`src/rtl/ctrl_pkg.sv`:
```
// Shared encodings for the multicycle control FSM: states, opcodes, mux codes, trap causes
// and the control-word layout driven onto the datapath.
package ctrl_pkg;

  localparam logic [3:0] StIf      = 4'd0;
  localparam logic [3:0] StRf      = 4'd1;
  localparam logic [3:0] StImm2    = 4'd2;
  localparam logic [3:0] StAluR3   = 4'd3;
  localparam logic [3:0] StAluRi3  = 4'd4;
  localparam logic [3:0] StAlu4    = 4'd5;
  localparam logic [3:0] StBranch3 = 4'd6;
  localparam logic [3:0] StMemRef3 = 4'd7;
  localparam logic [3:0] StLoad4   = 4'd8;
  localparam logic [3:0] StStore4  = 4'd9;
  localparam logic [3:0] StLoad5   = 4'd10;
  localparam logic [3:0] StJump3   = 4'd11;
  localparam logic [3:0] StTrap    = 4'd12;

  localparam int unsigned OpAdd  = 'h00;
  localparam int unsigned OpJump = 'h02;
  localparam int unsigned OpBeq  = 'h04;
  localparam int unsigned OpAddi = 'h08;
  localparam int unsigned OpLdi  = 'h0F;
  localparam int unsigned OpLd   = 'h23;
  localparam int unsigned OpStr  = 'h2B;

  localparam logic [1:0] AluAdd   = 2'b00;
  localparam logic [1:0] AluSub   = 2'b01;
  localparam logic [1:0] AluFunct = 2'b10;
  localparam logic [1:0] AluImm   = 2'b11;

  localparam logic [1:0] SrcBReg    = 2'b00;
  localparam logic [1:0] SrcBFour   = 2'b01;
  localparam logic [1:0] SrcBImm    = 2'b10;
  localparam logic [1:0] SrcBBranch = 2'b11;

  localparam logic [1:0] PcAlu    = 2'b00;
  localparam logic [1:0] PcAluOut = 2'b01;
  localparam logic [1:0] PcJump   = 2'b10;

  localparam logic [1:0] M2rAlu = 2'b00;
  localparam logic [1:0] M2rMem = 2'b01;
  localparam logic [1:0] M2rImm = 2'b10;

  localparam logic [1:0] CauseNone    = 2'd0;
  localparam logic [1:0] CauseIllegal = 2'd1;
  localparam logic [1:0] CauseTimeout = 2'd2;

  typedef struct packed {
    logic       pc_write;
    logic       pc_write_cond;
    logic       ir_write;
    logic       reg_write;
    logic       mem_read;
    logic       mem_write;
    logic       i_or_d;
    logic       reg_dst;
    logic       alu_src_a;
    logic       imm_inject;
    logic [1:0] alu_src_b;
    logic [1:0] alu_op;
    logic [1:0] pc_source;
    logic [1:0] mem_to_reg;
  } ctrl_word_t;

  // Wait counter must hold values up to the timeout itself; a disabled watchdog still needs 1 bit.
  function automatic int unsigned wait_cnt_w(int unsigned timeout);
    return (timeout == 0) ? 1 : $clog2(timeout + 1);
  endfunction

endpackage

```
`src/rtl/control_word_decode.sv`:
```
// Combinational per-state control word; IF is the only state whose word depends on mem_ready.
module control_word_decode
  import ctrl_pkg::*;
#(
  parameter int unsigned OPCODE_W = 6
) (
  input  logic [3:0]          state,
  input  logic [OPCODE_W-1:0] opcode,
  input  logic                mem_ready,
  output ctrl_word_t          cw
);

  always_comb begin
    cw = '0;
    case (state)
      StIf: begin
        cw.mem_read  = 1'b1;
        cw.alu_src_b = SrcBFour;
        cw.alu_op    = AluAdd;
        cw.pc_source = PcAlu;
        cw.ir_write  = mem_ready;
        cw.pc_write  = mem_ready;
      end
      StRf: begin
        cw.alu_src_b = SrcBBranch;
        cw.alu_op    = AluAdd;
      end
      StImm2: begin
        cw.imm_inject = 1'b1;
        cw.reg_write  = 1'b1;
        cw.mem_to_reg = M2rImm;
      end
      StAluR3: begin
        cw.alu_src_a = 1'b1;
        cw.alu_src_b = SrcBReg;
        cw.alu_op    = AluFunct;
      end
      StAluRi3: begin
        cw.alu_src_a = 1'b1;
        cw.alu_src_b = SrcBImm;
        cw.alu_op    = AluImm;
      end
      StAlu4: begin
        cw.reg_write  = 1'b1;
        cw.mem_to_reg = M2rAlu;
        cw.reg_dst    = (opcode == OPCODE_W'(OpAdd));
      end
      StBranch3: begin
        cw.alu_src_a     = 1'b1;
        cw.alu_src_b     = SrcBReg;
        cw.alu_op        = AluSub;
        cw.pc_write_cond = 1'b1;
        cw.pc_source     = PcAluOut;
      end
      StMemRef3: begin
        cw.alu_src_a = 1'b1;
        cw.alu_src_b = SrcBImm;
        cw.alu_op    = AluAdd;
      end
      StLoad4: begin
        cw.mem_read = 1'b1;
        cw.i_or_d   = 1'b1;
      end
      StStore4: begin
        cw.mem_write = 1'b1;
        cw.i_or_d    = 1'b1;
      end
      StLoad5: begin
        cw.reg_write  = 1'b1;
        cw.mem_to_reg = M2rMem;
      end
      StJump3: begin
        cw.pc_write  = 1'b1;
        cw.pc_source = PcJump;
      end
      default: cw = '0;
    endcase
  end

endmodule

```
`src/rtl/multicycle_control_fsm.sv`:
```
// Multicycle CPU control: state register, next-state logic, memory watchdog, stall gating
// and retired-instruction accounting around the combinational control-word decoder.
module multicycle_control_fsm
  import ctrl_pkg::*;
#(
  parameter int unsigned OPCODE_W     = 6,
  parameter int unsigned MEM_TIMEOUT  = 16,
  parameter int unsigned RETIRE_CNT_W = 32
) (
  input  logic                    clk,
  input  logic                    rst_n,
  input  logic [OPCODE_W-1:0]     opcode,
  input  logic                    mem_ready,
  input  logic                    stall,
  output logic [3:0]              state,
  output logic                    pc_write,
  output logic                    pc_write_cond,
  output logic                    ir_write,
  output logic                    reg_write,
  output logic                    mem_read,
  output logic                    mem_write,
  output logic                    i_or_d,
  output logic                    reg_dst,
  output logic                    alu_src_a,
  output logic                    imm_inject,
  output logic [1:0]              alu_src_b,
  output logic [1:0]              alu_op,
  output logic [1:0]              pc_source,
  output logic [1:0]              mem_to_reg,
  output logic                    trap,
  output logic [1:0]              trap_cause,
  output logic                    retire,
  output logic [RETIRE_CNT_W-1:0] retire_count
);

  localparam int unsigned CntW = wait_cnt_w(MEM_TIMEOUT);

  logic [3:0]              state_q, state_d, nxt;
  logic [CntW-1:0]         wait_q, wait_d;
  logic [1:0]              cause_q, cause_d, nxt_cause;
  logic                    retire_q, retire_d;
  logic [RETIRE_CNT_W-1:0] count_q, count_d;
  logic                    mem_wait, timeout, hold, ends_instr;
  ctrl_word_t              cw;

  always_comb begin
    nxt       = state_q;
    nxt_cause = cause_q;
    mem_wait  = 1'b0;
    case (state_q)
      StIf:     if (mem_ready) nxt = StRf; else mem_wait = 1'b1;
      StRf: begin
        if      (opcode == OPCODE_W'(OpLdi))  nxt = StImm2;
        else if (opcode == OPCODE_W'(OpAdd))  nxt = StAluR3;
        else if (opcode == OPCODE_W'(OpAddi)) nxt = StAluRi3;
        else if (opcode == OPCODE_W'(OpBeq))  nxt = StBranch3;
        else if (opcode == OPCODE_W'(OpLd) || opcode == OPCODE_W'(OpStr)) nxt = StMemRef3;
        else if (opcode == OPCODE_W'(OpJump)) nxt = StJump3;
        else begin
          nxt       = StTrap;
          nxt_cause = CauseIllegal;
        end
      end
      StAluR3, StAluRi3: nxt = StAlu4;
      StMemRef3: nxt = (opcode == OPCODE_W'(OpLd)) ? StLoad4 : StStore4;
      StLoad4:   if (mem_ready) nxt = StLoad5; else mem_wait = 1'b1;
      StStore4:  if (mem_ready) nxt = StIf;    else mem_wait = 1'b1;
      StImm2, StAlu4, StBranch3, StLoad5, StJump3: nxt = StIf;
      StTrap:    nxt = StTrap;
      default:   nxt = StTrap;
    endcase

    timeout = (MEM_TIMEOUT != 0) && mem_wait && (wait_q == CntW'(MEM_TIMEOUT));
    if (timeout) begin
      nxt       = StTrap;
      nxt_cause = CauseTimeout;
    end
  end

  // Only these states complete an instruction; trap entry never counts as a retire.
  assign ends_instr = (state_q == StImm2) || (state_q == StAlu4) || (state_q == StBranch3) ||
                      (state_q == StLoad5) || (state_q == StJump3) || (state_q == StStore4);

  always_comb begin
    state_d  = stall ? state_q : nxt;
    cause_d  = stall ? cause_q : nxt_cause;
    retire_d = !stall && (nxt == StIf) && ends_instr;
    count_d  = count_q + RETIRE_CNT_W'(retire_d);
    if (stall)               wait_d = wait_q;
    else if (nxt != state_q) wait_d = '0;
    else if (mem_wait)       wait_d = wait_q + CntW'(1);
    else                     wait_d = wait_q;
  end

  always_ff @(posedge clk or negedge rst_n) begin
    if (!rst_n) begin
      state_q  <= StIf;
      wait_q   <= '0;
      cause_q  <= CauseNone;
      retire_q <= 1'b0;
      count_q  <= '0;
    end else begin
      state_q  <= state_d;
      wait_q   <= wait_d;
      cause_q  <= cause_d;
      retire_q <= retire_d;
      count_q  <= count_d;
    end
  end

  control_word_decode #(
    .OPCODE_W(OPCODE_W)
  ) u_decode (
    .state    (state_q),
    .opcode   (opcode),
    .mem_ready(mem_ready),
    .cw       (cw)
  );

  // Write enables are suppressed during reset and stall; read-side controls pass through.
  assign hold          = stall | ~rst_n;
  assign pc_write      = cw.pc_write & ~hold;
  assign pc_write_cond = cw.pc_write_cond & ~hold;
  assign ir_write      = cw.ir_write & ~hold;
  assign reg_write     = cw.reg_write & ~hold;
  assign mem_write     = cw.mem_write & ~hold;
  assign mem_read      = cw.mem_read;
  assign i_or_d        = cw.i_or_d;
  assign reg_dst       = cw.reg_dst;
  assign alu_src_a     = cw.alu_src_a;
  assign imm_inject    = cw.imm_inject;
  assign alu_src_b     = cw.alu_src_b;
  assign alu_op        = cw.alu_op;
  assign pc_source     = cw.pc_source;
  assign mem_to_reg    = cw.mem_to_reg;

  assign state        = state_q;
  assign trap         = (state_q == StTrap);
  assign trap_cause   = cause_q;
  assign retire       = retire_q;
  assign retire_count = count_q;

endmodule

```
`config.mk`:
```
export PLATFORM = sky130hd
export DESIGN_NAME = multicycle_control_fsm
export DESIGN_NICKNAME = d
export VERILOG_FILES = /design/src/rtl/ctrl_pkg.sv /design/src/rtl/control_word_decode.sv /design/src/rtl/multicycle_control_fsm.sv
export SDC_FILE = /design/constraint.sdc
export NUM_CORES = 1
export LEC_CHECK = 0
export CAP_MARGIN = 15
export CORE_UTILIZATION = 48
export DETAILED_ROUTE_END_ITERATION = 8
export GPL_ROUTABILITY_DRIVEN = 1
export PLACE_DENSITY = 0.8
export SLEW_MARGIN = 25
export SYNTH_ARGS = -nofsm -noshare
export SYNTH_HDL_FRONTEND = slang
export SYNTH_SLANG_ARGS = --single-unit
```
`constraint.sdc`:
```
create_clock -name clk -period 4.2 [get_ports clk]
set_clock_uncertainty 0.1 [all_clocks]
set_input_delay 0.63 -clock clk [delete_from_list [all_inputs] [get_ports clk]]
set_output_delay 0.63 -clock clk [all_outputs]
set_load 0.01 [all_outputs]
```
==> results of run 1 <==
-- where the power goes --
group	internal (mW)	total, mW	switching, mW
logic	0.282	0.582	0.301
clock network	0.179	0.332	0.153
registers	0.471	0.561	0.0892
-- timing repair --
| action | 4_1_cts | 5_1_grt |
|---|---|---|
| gates resized for setup | 0 | 1 |
| buffers inserted | 0 | 0 |
| endpoints found under the hold margin | 0 | 0 |
| endpoints found under the setup margin | 0 | 2 |
-- worst paths after layout --
path	slack [ns]	startpoint	cells past startpoint	endpoint
setup / recovery	0.48	opcode[0]	14	retire_count[24]
hold / removal	0.31	rst_n	2	retire_count[24]
setup reg to reg	0.78	wait_q[0]	15	retire_count[24]
hold reg to reg	0.38	retire_count[31]	1	retire_count[31]
max in group asynchronous	3.32	rst_n	2	retire_count[11]
min in group clk	0.38	retire_count[31]	1	retire_count[31]
-- layer usage --
layer / up-vias / share of wire
met3: 11 / 0.069
met5: - / 0
li1: 1053 / -
met2: 75 / 0.48
met1: 1040 / 0.43
met4: 0 / 0.021
-- area by class of cell --
class | instances | area share
Multi-Input combinational cell | 195 | 0.3812
Sequential cell | 44 | 0.3315
Timing Repair Buffer | 73 | 0.2139
Tap cell | 67 | 0.02524
Clock buffer | 5 | 0.02072
Clock inverter | 3 | 0.01394
Inverter | 12 | 0.01356
-- synth_stat cells (3+ instances only) --
library cell | n | area, um2
dfrtp_1 | 44 | 1101
nand2_1 | 27 | 101.4
nor2_1 | 24 | 90.09
xnor2_1 | 18 | 157.7
nand3_1 | 17 | 85.08
xor2_1 | 12 | 105.1
inv_1 | 11 | 41.29
a21oi_1 | 9 | 45.04
nor3_1 | 9 | 45.04
and3_1 | 7 | 43.79
a31oi_1 | 6 | 37.54
clkbuf_1 | 6 | 22.52
nand2b_1 | 6 | 37.54
o21ai_1 | 5 | 25.02
ha_1 | 4 | 50.05
o22ai_1 | 4 | 25.02
buf_2 | 3 | 15.01
nor2b_1 | 3 | 18.77
nor3b_1 | 3 | 22.52
-- worst max-delay path: cells and delay by family --
kind,cells,cell delay [ns]
xor gates and xnor gates,1,0.14
AOI/OAI and AO/OA,2,0.49
adders and majority gates,2,0.52
buffers and inverters,1,0.56
and+or+nand+nor,8,1.45
-- cells in the final DEF (no fill, tap or decap), types with 2 or more instances in the layout --
cell / Yosys / layout
inv_1: 11 / 11
nor3_1: 9 / 9
nor2_1: 24 / 24
o22ai_1: 4 / 4
xor2_1: 12 / 12
nor4_1: 2 / 2
dfrtp_1: 44 / 44
o21ai_1: 5 / 5
nand3_1: 17 / 17
nor4b_1: 2 / 2
nand2_1: 27 / 27
nor3_2: 2 / 2
nor2b_1: 3 / 3
buf_4: 2 / 6
a21boi_0: 2 / 2
nor3b_1: 3 / 3
a31oi_1: 6 / 6
and4_1: 2 / 2
mux2i_1: 2 / 2
ha_1: 4 / 4
a21oi_1: 9 / 9
or2_1: 2 / 2
and3_1: 7 / 7
clkdlybuf4s50_1: 0 / 66
clkbuf_8: 0 / 5
xnor2_1: 18 / 18
a311oi_1: 2 / 2
nand2b_1: 6 / 6
nand4_1: 2 / 2
-- flip-flops by register name, indices dropped and copies added, names as in the netlist --
name / count
retire: 1
trap_cause: 2
retire_count: 32
state: 4
wait_q: 5
-- kinds of logic after synthesis --
| family | Yosys count | share of synthesized area |
|---|---|---|
| buf+inv | 24 | 0.04117 |
| xor+xnor | 30 | 0.1068 |
| compound gates | 41 | 0.1119 |
| simple gates | 117 | 0.2598 |
| flops | 44 | 0.4474 |
| fa+ha+maj | 4 | 0.02034 |
| mux | 3 | 0.01271 |
==> run metrics, run 1 <==
grt ovf 0; chip width approximately 74 um; Layout Nets ~350; Layout area overhead 34.98%; cell area power density approximately 440 nW/um2; Hold WS roughly 0.31 ns; placed cell area 3199 um2; synth warn 0; CP Cell Sequence clkdlybuf4s50_1 -> nand2_1 -> o41ai_2 -> nor2_1 -> a31oi_1 -> nor3b_1 -> ha_1 -> ha_1 -> nand2_1 -> nor3_4 -> and4_1 -> and3_4 -> nand4_2 -> xnor2_1; Slew headroom 0.5791; Hold Vio Cnt, Final 0; Clk Latency, worst-skew pair around 0.30 ns; synthesized area approximately 2500 um2; fin. max-slew vios 0; startpoint types input pin; Root Driver clkbuf_8; gr busiest metal met2; CTS clk-pin slew, worst paths roughly 0.090 ns; Initial Utilization 0.5109; met2 Usage GRT 0.3751; area of the multi-input gates 1266 um2; total die area between 5000 and 6000 um2; Syn Inst Count roughly 260; Cell variety after synth between 50 and 60; Post-synth EDFFs 0; Tot Pwr about 1.5 mW; fin util 0.6896; Async SR Flop Fraction 1.000; total negative slack 0 ns; Clock Sinks 44; critical path arrival about 3.8 ns; placer congestion estimate 0.7981; CP Class input pin to register; sequential share of the synthesized area 0.4474; status finished, final reports clean; period utilisation layout 0.8855; leak pwr roughly 1.5 nW; WL per Instance approximately 14 um; TritonCTS Buffers 5; # rows 25; CTS tree built; pin count of the biggest net entering global routing between 40 and 50; GRT Util Overall 0.2289; max cap viols 0; Post-DRT Antenna Nets 0; WL final roughly 5.7 mm; DP Worst Slack around 0.088 ns; I/O Buffers between 60 and 70; slowest stage delay, CP around 0.56 ns; RSZ-0062 raised after global routing no; H-tree depth 2; drt initial violations ~220; Hold/Removal Path Class input pin to async pin; Worst Tran Pin Value ~0.63 ns; diode count 0; synthesis-stage register bit count 44; first-pass GRT wire length 9.584 mm; Synth Net Count 277; Post-route DRC 0; Die Ht about 74 um; # fillers between 300 and 400; final setup fails 0; vias in the first global route between 2,000 and 2,500; synthesized area per cell between 9 and 10 um2; Pre-antenna DRT Iters 4; fin crit period ~3.7 ns; placed cell count 391; via count between 2,000 and 2,500; share of layout cells above drive strength 1 0.07530; vias per inst approximately 5.5; met1 GRT Util 0.2936; Crit. End Element register; cell area after layout ~3300 um2; fin cells 399; GR met3 Demand/Resource 0.06036; worst-path cell with the longest stage delay clkdlybuf4s50_1; hpwl dp 4.143 mm; initial antenna violation count 1; Register Area roughly 1100 um2; Worst EP required around 4.3 ns; Crit Path Max Fanout 6; Hold Buf Count CTS 0; Ports 68; worst vdd ir about 320 uV; max frequency approximately 270 MHz; dominant synthesized flop cell dfrtp_1; Core Region around 4800 um2; clock tree buffer depth 2; post-route setup slack a little under 0.5 ns
Power figures use the tool's default switching activity.
==> run 2, diff against run 1 <==
--- a/config.mk
+++ b/config.mk
@@ -6,6 +6,7 @@
 export NUM_CORES = 1
 export LEC_CHECK = 0
 export CAP_MARGIN = 15
+export CORE_MARGIN = 2
 export CORE_UTILIZATION = 48
 export DETAILED_ROUTE_END_ITERATION = 8
 export GPL_ROUTABILITY_DRIVEN = 1
==> run 2 against run 1 <==
  * Critical path depth stayed put
  * Count of clock-buffer cells in the layout up 1
  * Critical path type unchanged
  * Critical endpoint unchanged
  * Total power is 4.3% lower
  * Sequential share of layout area up 0.24 points
==> run metrics, run 2 (synthesis results as in run 1) <==
status finished, final reports clean; Layout area overhead 34.01%; total die area around 5700 um2; initial antenna violation count 1; startpoint types input pin; I/O Buffers 67; CTS tree built; Largest register FFs 32; # rows 26; Crit Path Max Fanout 6; total negative slack 0 ns; Worst EP required approximately 4.3 ns; TritonCTS Buffers 5; CP Cell Sequence clkdlybuf4s50_1 -> nand2_1 -> o41ai_1 -> nor2_1 -> a31oi_1 -> nor3b_1 -> ha_1 -> ha_1 -> nand2_1 -> nor3_4 -> and4_1 -> and3_4 -> nand4_2 -> xnor2_1; period utilisation layout 0.8908; hpwl dp 3.992 mm; post-route setup slack 0.4585 ns; CTS clk-pin slew, worst paths ~0.090 ns; RSZ-0062 raised after global routing no; cell area power density roughly 430 nW/um2; WL final between 5 and 6 mm; grt ovf 0; Crit path max-delay family simple AND/OR/NAND/NOR gates; slowest stage delay, CP about 0.57 ns; placed cell count 394; most frequent cells in the layout clkdlybuf4s50_1 (66), dfrtp_1 (44), nand2_1 (27); Crit. End Element register; placed cell area 3203 um2; chip width roughly 76 um; Post-CTS Setup Bufs 0; final setup fails 0; Worst Tran Pin Value 0.7478 ns; Root Driver clkbuf_8; placer congestion estimate 0.8301; leak pwr 1.452 nW; DP Worst Slack 0.1375 ns; worst-path cell with the longest stage delay clkdlybuf4s50_1; cell area after layout 3298 um2; first-pass GRT wire length 9.149 mm; Clk Latency, worst-skew pair 0.30 ns; vias per inst between 5 and 6; Ports 68; Hold WS 0.3102 ns; clock tree buffer depth 2; Post-DRT Antenna Nets 0; Pre-antenna DRT Iters 4; fin crit period about 3.7 ns; WL per Instance ~14 um; crit path buf inv count 1; H-tree depth 2; CP Class input pin to register; Slew headroom 0.5015; commonest non-fill, non-tap cell in the layout clkdlybuf4s50_1; pin count of the biggest net entering global routing 45; cts repair resizes 0; Clock Sinks 44; Hold Buf Count CTS 0; Core Region between 5000 and 6000 um2; worst vdd ir about 280 uV; Tot Pwr 1.411 mW; Die Ht roughly 76 um; Initial Utilization 0.4881; drt initial violations approximately 140; fin. max-slew vios 0; Layout Nets about 350; max frequency between 200 and 300 MHz; Hold Vio Cnt, Final 0; Hold/Removal Path Class input pin to async pin; vias in the first global route 1,967; fin util 0.6541; fin cells 403; via count approximately 2,200; share of layout cells above drive strength 1 0.07229; critical path arrival approximately 3.8 ns; max cap viols 0; GRT Util Overall 0.2097; Post-route DRC 0
==> run 2: path summary, 6_finish.rpt <==
path	to	slack, ns	startpoint	cells past startpoint
min in group clk	trap_cause[1]	0.39	trap_cause[1]	1
worst min register to register	trap_cause[1]	0.39	trap_cause[1]	1
worst max register to register	retire_count[24]	0.74	state[3]	13
worst max-delay path	retire_count[24]	0.46	opcode[0]	14
max in group asynchronous	retire_count[1]	3.32	rst_n	2
worst min-delay path	wait_q[2]	0.31	rst_n	2
==> run 2: layout make-up <==
| class | count | area (um2) |
|---|---|---|
| Antenna cell | 1 | 2.502 |
| Clock buffer | 6 | 82.58 |
| Clock inverter | 2 | 10.01 |
| Fill cell | 414 | 1744 |
| Inverter | 12 | 45.04 |
| Multi-Input combinational cell | 195 | 1259 |
| Sequential cell | 44 | 1101 |
| Tap cell | 70 | 87.58 |
| Timing Repair Buffer | 73 | 710.7 |
==> run 2: layer usage <==
metal	track usage	wire, um	up-vias
met5	0	0	-
met4	0.06238	61	0
met3	0.06481	434	7
met2	0.3304	2599	69
met1	0.2806	2522	1030
li1	-	-	1057
==> run 2: where the power goes <==
part           internal (mW)  switching, mW
Combinational          0.276          0.262
Sequential             0.471          0.122
Clock                  0.131          0.150
Total                  0.878          0.534
==> run 3, diff against run 2 <==
--- a/config.mk
+++ b/config.mk
@@ -7,10 +7,9 @@
 export LEC_CHECK = 0
 export CAP_MARGIN = 15
 export CORE_MARGIN = 2
-export CORE_UTILIZATION = 48
+export CORE_UTILIZATION = 35
 export DETAILED_ROUTE_END_ITERATION = 8
 export GPL_ROUTABILITY_DRIVEN = 1
-export PLACE_DENSITY = 0.8
 export SLEW_MARGIN = 25
 export SYNTH_ARGS = -nofsm -noshare
 export SYNTH_HDL_FRONTEND = slang
==> run 3 against run 2 <==
  * Sequential power shrank 3%
  * Worst setup slack improved by 0.043 ns
  * Fmax is 1.2% higher
  * Die area increased by 35%
  * Wire length up 4.4%
==> run metrics, run 3 (synthesis results as in run 1) <==
worst vdd ir 189.4 uV; total internal power 0.8856 mW; via count around 2,100; max frequency 270.4 MHz; R2R Setup Slk between 0.8 and 0.9 ns; Root Driver clkbuf_8; Clock Sinks 44; Post-CTS Setup Bufs 0; critical path arrival roughly 3.8 ns; clock tree buffer depth 2; worst-path cell with the longest stage delay clkdlybuf4s50_1; DP Worst Slack between 0.1 and 0.15 ns; Largest register FFs 32; status finished, final reports clean; placer congestion estimate ~0.85; # rows 30; Comb power frac 0.402; total die area around 7700 um2; vias per inst approximately 5.0; share of layout cells above drive strength 1 0.06627; commonest non-fill, non-tap cell in the layout clkdlybuf4s50_1; Crit. End Element register; CP Cell Sequence clkdlybuf4s50_1 -> nand2_1 -> o41ai_1 -> nor2_1 -> a31oi_1 -> nor3b_1 -> ha_1 -> ha_1 -> nand2_1 -> nor3_4 -> and4_1 -> and3_4 -> nand4_2 -> xnor2_1; CTS clk-pin slew, worst paths 0.08 ns; Worst EP required roughly 4.3 ns; first-pass GRT wire length roughly 9.9 mm; Hold Vio Cnt, Final 0; Layout area overhead 35.13%; # fillers approximately 680; Worst Reg2Reg Path Length in Cells 13; post-route setup slack roughly 0.50 ns; Slew headroom 0.5682; final setup fails 0; max cap viols 0; grt ovf 0; Die Ht between 80 and 90 um; cell area power density between 400 and 500 nW/um2; RSZ-0062 raised after global routing no; CTS tree built; slowest stage delay, CP 0.55 ns; total negative slack 0 ns; Crit Path Max Fanout 6; period utilisation layout 0.8806; Tot Pwr between 1 and 1.5 mW; Core Region ~6800 um2; Post-DRT Antenna Nets 0; Clock Power Share 0.191; switching share of power 0.3725; vias in the first global route between 2,000 and 2,500; TritonCTS Buffers 5; fin crit period 3.699 ns; Worst Tran Pin Value around 0.65 ns; hpwl dp around 4.3 mm; Register Area about 1100 um2; diode count 0; worst r2r src state[1]; startpoint types input pin; most frequent cells in the layout clkdlybuf4s50_1 (66), dfrtp_1 (44), nand2_1 (27); chip width slightly below 90 um; Layout Nets about 350; GRT Util Overall 0.1627; cts repair resizes 0; drt initial violations around 70; WL final slightly below 6 mm; leak pwr between 1 and 1.5 nW; initial antenna violation count 1; Hold/Removal Path Class input pin to async pin; H-tree depth 2; I/O Buffers 67; area of the multi-input gates approximately 1300 um2; Hold Buf Count CTS 0; Clk Latency, worst-skew pair about 0.29 ns; Post-route DRC 0; RR Endpoint retire_count[24]; pin count of the biggest net entering global routing 45; fin. max-slew vios 0; CP Class input pin to register; sequential share of power 0.407; Initial Utilization 0.3622; WL per Instance ~14 um; Psw between 0.5 and 0.6 mW; Pre-antenna DRT Iters 4; Ports just under 70
==> run 3: worst max-delay path by stage <==
stage | cells after the start | start | end
floorplan | 15 | opcode[1] | retire_count[24]
global placement | 14 | opcode[0] | retire_count[24]
detailed placement | 14 | opcode[0] | retire_count[24]
CTS | 14 | opcode[0] | retire_count[24]
global route | 14 | opcode[2] | retire_count[24]
finish | 14 | opcode[0] | retire_count[24]
==> run 3: per-stage QoR <==
step                        util  cells  hold WS (ns)  instance area, um2
final                     0.4895    428        0.3407                3326
after global routing      0.4895    428        0.3775                3326
after detailed placement  0.4762    420        0.3631                3236
after CTS                 0.4895    428        0.3613                3326
after global placement    0.4762    420        0.3579                3236
after floorplan                -    263        0.2344                2461
==> run 3: critical path, delay by kind of cell <==
| kind | cells | cell delay (ns) |
|---|---|---|
| buf+inv | 1 | 0.55 |
| simple gates | 8 | 1.36 |
| fa+ha+maj | 2 | 0.52 |
| xor+xnor | 1 | 0.14 |
| compound gates | 2 | 0.58 |
==> run 3: layer usage <==
| metal | track usage | wire length [um] |
|---|---|---|
| met3 | 0.06221 | 452 |
| met2 | 0.2410 | 2605 |
| met4 | 0.05594 | 75 |
| met1 | 0.2188 | 2719 |
| met5 | 0 | 16 |
==> run 3: power by group through the flow <==
stage               logic (mW)  registers [mW]  clock network, mW
floorplan                0.342           0.547                  0
global placement         0.570           0.582                  0
detailed placement       0.571           0.582                  0
CTS                      0.573           0.574              0.285
global route             0.631           0.590              0.302
finish                   0.567           0.574              0.270
==> run 3: final cells by class <==
class | count | area share
inverters | 12 | 0.01354
multi-input cells | 195 | 0.3785
clock buffers | 8 | 0.02709
well taps | 96 | 0.03612
flip-flops and latches | 44 | 0.3311
repair buffers | 73 | 0.2137
==> variant, RTL diff (settings of run 1) <==
Make the reset (`rst_n`) synchronous in one clocked block.
--- a/src/rtl/multicycle_control_fsm.sv
+++ b/src/rtl/multicycle_control_fsm.sv
@@ -92,7 +92,7 @@
     else                     wait_d = wait_q;
   end
 
-  always_ff @(posedge clk or negedge rst_n) begin
+  always_ff @(posedge clk) begin
     if (!rst_n) begin
       state_q  <= StIf;
       wait_q   <= '0;
Function: differs if rst_n is asserted again (counterexample within 4 cycles, from zero or initial values and one cycle with rst_n low); with rst_n held inactive, the same outputs for 10 cycles.
==> variant against run 1 <==
Via count is 18% higher. Area after synthesis is 5.3% higher. Sequential cell count stayed put. Core utilization is 2.6 points lower. Synthesized cell count is 24% higher. Final cell count is 16% higher. Cell area is 2.7% higher. Routed wire length is 12% higher. Critical path depth is 1 lower. Setup slack worse by 0.19 ns. Maximum frequency is 5.0% lower. Sequential share of layout area is 7.3 points lower. Critical endpoint is now retire_count[26].
Power is not compared: it rests on default switching activity, and its combinational part moved more than twofold at a synthesized area within 25%.
==> variant: results (changes against run 1) <==
R2R Path End retire_count[26]; Reg2Reg Depth 12 (-3); syn nets 341 (+23%); Final HPWL DP 4.72 mm (+14%); Reg2Reg Setup Slack 0.65 ns (-0.13 ns); compound-cell area share of the yosys netlist 0.178 (+0.0658); layout cells sized above 1 0.0964 (+0.0211); post-synthesis xor/xnor area fraction 0.0744 (-0.0324); RD Place Congestion 0.924 (+16%); CP max FO 11 (+5); Worst Tran Pin Value 0.707 ns (+0.0755 ns); CP startpoint opcode[1]; run status complete, no violations; routed vias/inst 5.54 (+1.5%); adder-cell share of the synthesized area 0.0193 (-0.00102); average wire per standard cell 13.8 um (-3.4%); top post-synthesis cells by count dfxtp_1 (44), nor2_1 (44), nand2_1 (32), a21oi_1 (24); nets 407 (+18%); worst setup margin 0.287 ns (-0.194 ns); total global-route track usage 0.232 (+0.00282); multiplexer share of the synthesized area 0.00386 (-0.00885); Hold Crit Class register to register; post-synthesis sequential area ratio 0.340 (-0.107); reg2reg start state[0]; Starting DRT DRC Count 173 (-21%); Critical Path Sink retire_count[26]; number of distinct library cells after synthesis 60 (+11%); initial antenna violation count 0 (-1); post-synthesis async set-or-reset flop share 0 (-1.00)
variant: cell types whose count changed after synthesis, moves of 7 or more:
| cell | run 1 | this run |
|---|---|---|
| nor2_1 | 24 | 44 |
| or3_1 | 0 | 9 |
| o21ai_0 | 0 | 14 |
| dfxtp_1 | 0 | 44 |
| dfrtp_1 | 44 | 0 |
| a21oi_1 | 9 | 24 |
| and2_1 | 1 | 8 |
variant: power by group:
part	internal [mW]	total [mW]	switching [mW]	leakage (nW)
Sequential	0.421	0.429	0.00765	0.355
Combinational	0.0546	0.126	0.0713	0.765
Clock	0.134	0.274	0.140	0.0445
variant: worst min-delay path by stage:
stage	from	end	slack, ns	cells past startpoint
final	trap_cause[1]	trap_cause[1]	0.37	2
after global routing	trap_cause[1]	trap_cause[1]	0.40	2
after CTS	trap_cause[1]	trap_cause[1]	0.37	2
after detailed placement	trap_cause[1]	trap_cause[1]	0.35	2
after global placement	trap_cause[1]	trap_cause[1]	0.36	2
after floorplan	trap_cause[1]	trap_cause[1]	0.38	2
variant: per-stage QoR:
| step | cell area, um2 | instances | hold slack (ns) |
|---|---|---|---|
| final | 3410 | 464 | 0.366 |
| after global routing | 3410 | 464 | 0.401 |
| after CTS | 3410 | 464 | 0.369 |
| after detailed placement | 3320 | 456 | 0.347 |
| after global placement | 3320 | 456 | 0.357 |
| after floorplan | 2590 | 327 | 0.376 |
variant: critical path, delay by kind of cell:
kind	cells	cell delay (ns)
AOI/OAI and AO/OA	5	1.10
and+or+nand+nor	5	1.33
adders and majority gates	2	0.38
buffers and inverters	1	0.60
variant: final cells by class:
| type | instances | area (um2) |
|---|---|---|
| multi-input combinational | 251 | 1560 |
| timing repair buffer | 76 | 738 |
| sequential | 44 | 881 |
| tap | 70 | 87.6 |
| inverter | 15 | 56.3 |
| clock buffer | 7 | 86.3 |
| fill | 459 | 1730 |
| clock inverter | 1 | 7.51 |
variant: logic make-up after synthesis:
logic type / count (synthesis)
compound gates: 68
xor+xnor: 22
fa+ha+maj: 4
buf+inv: 32
flops: 44
mux: 1
simple gates: 156
variant: per-layer routing:
metal,vias to the layer above,part of all wire,track usage
met3,6,0.052,0.0450
met4,0,0.011,0.0658
li1,1285,-,-
met2,69,0.49,0.379
met5,-,0,0
met1,1211,0.45,0.312
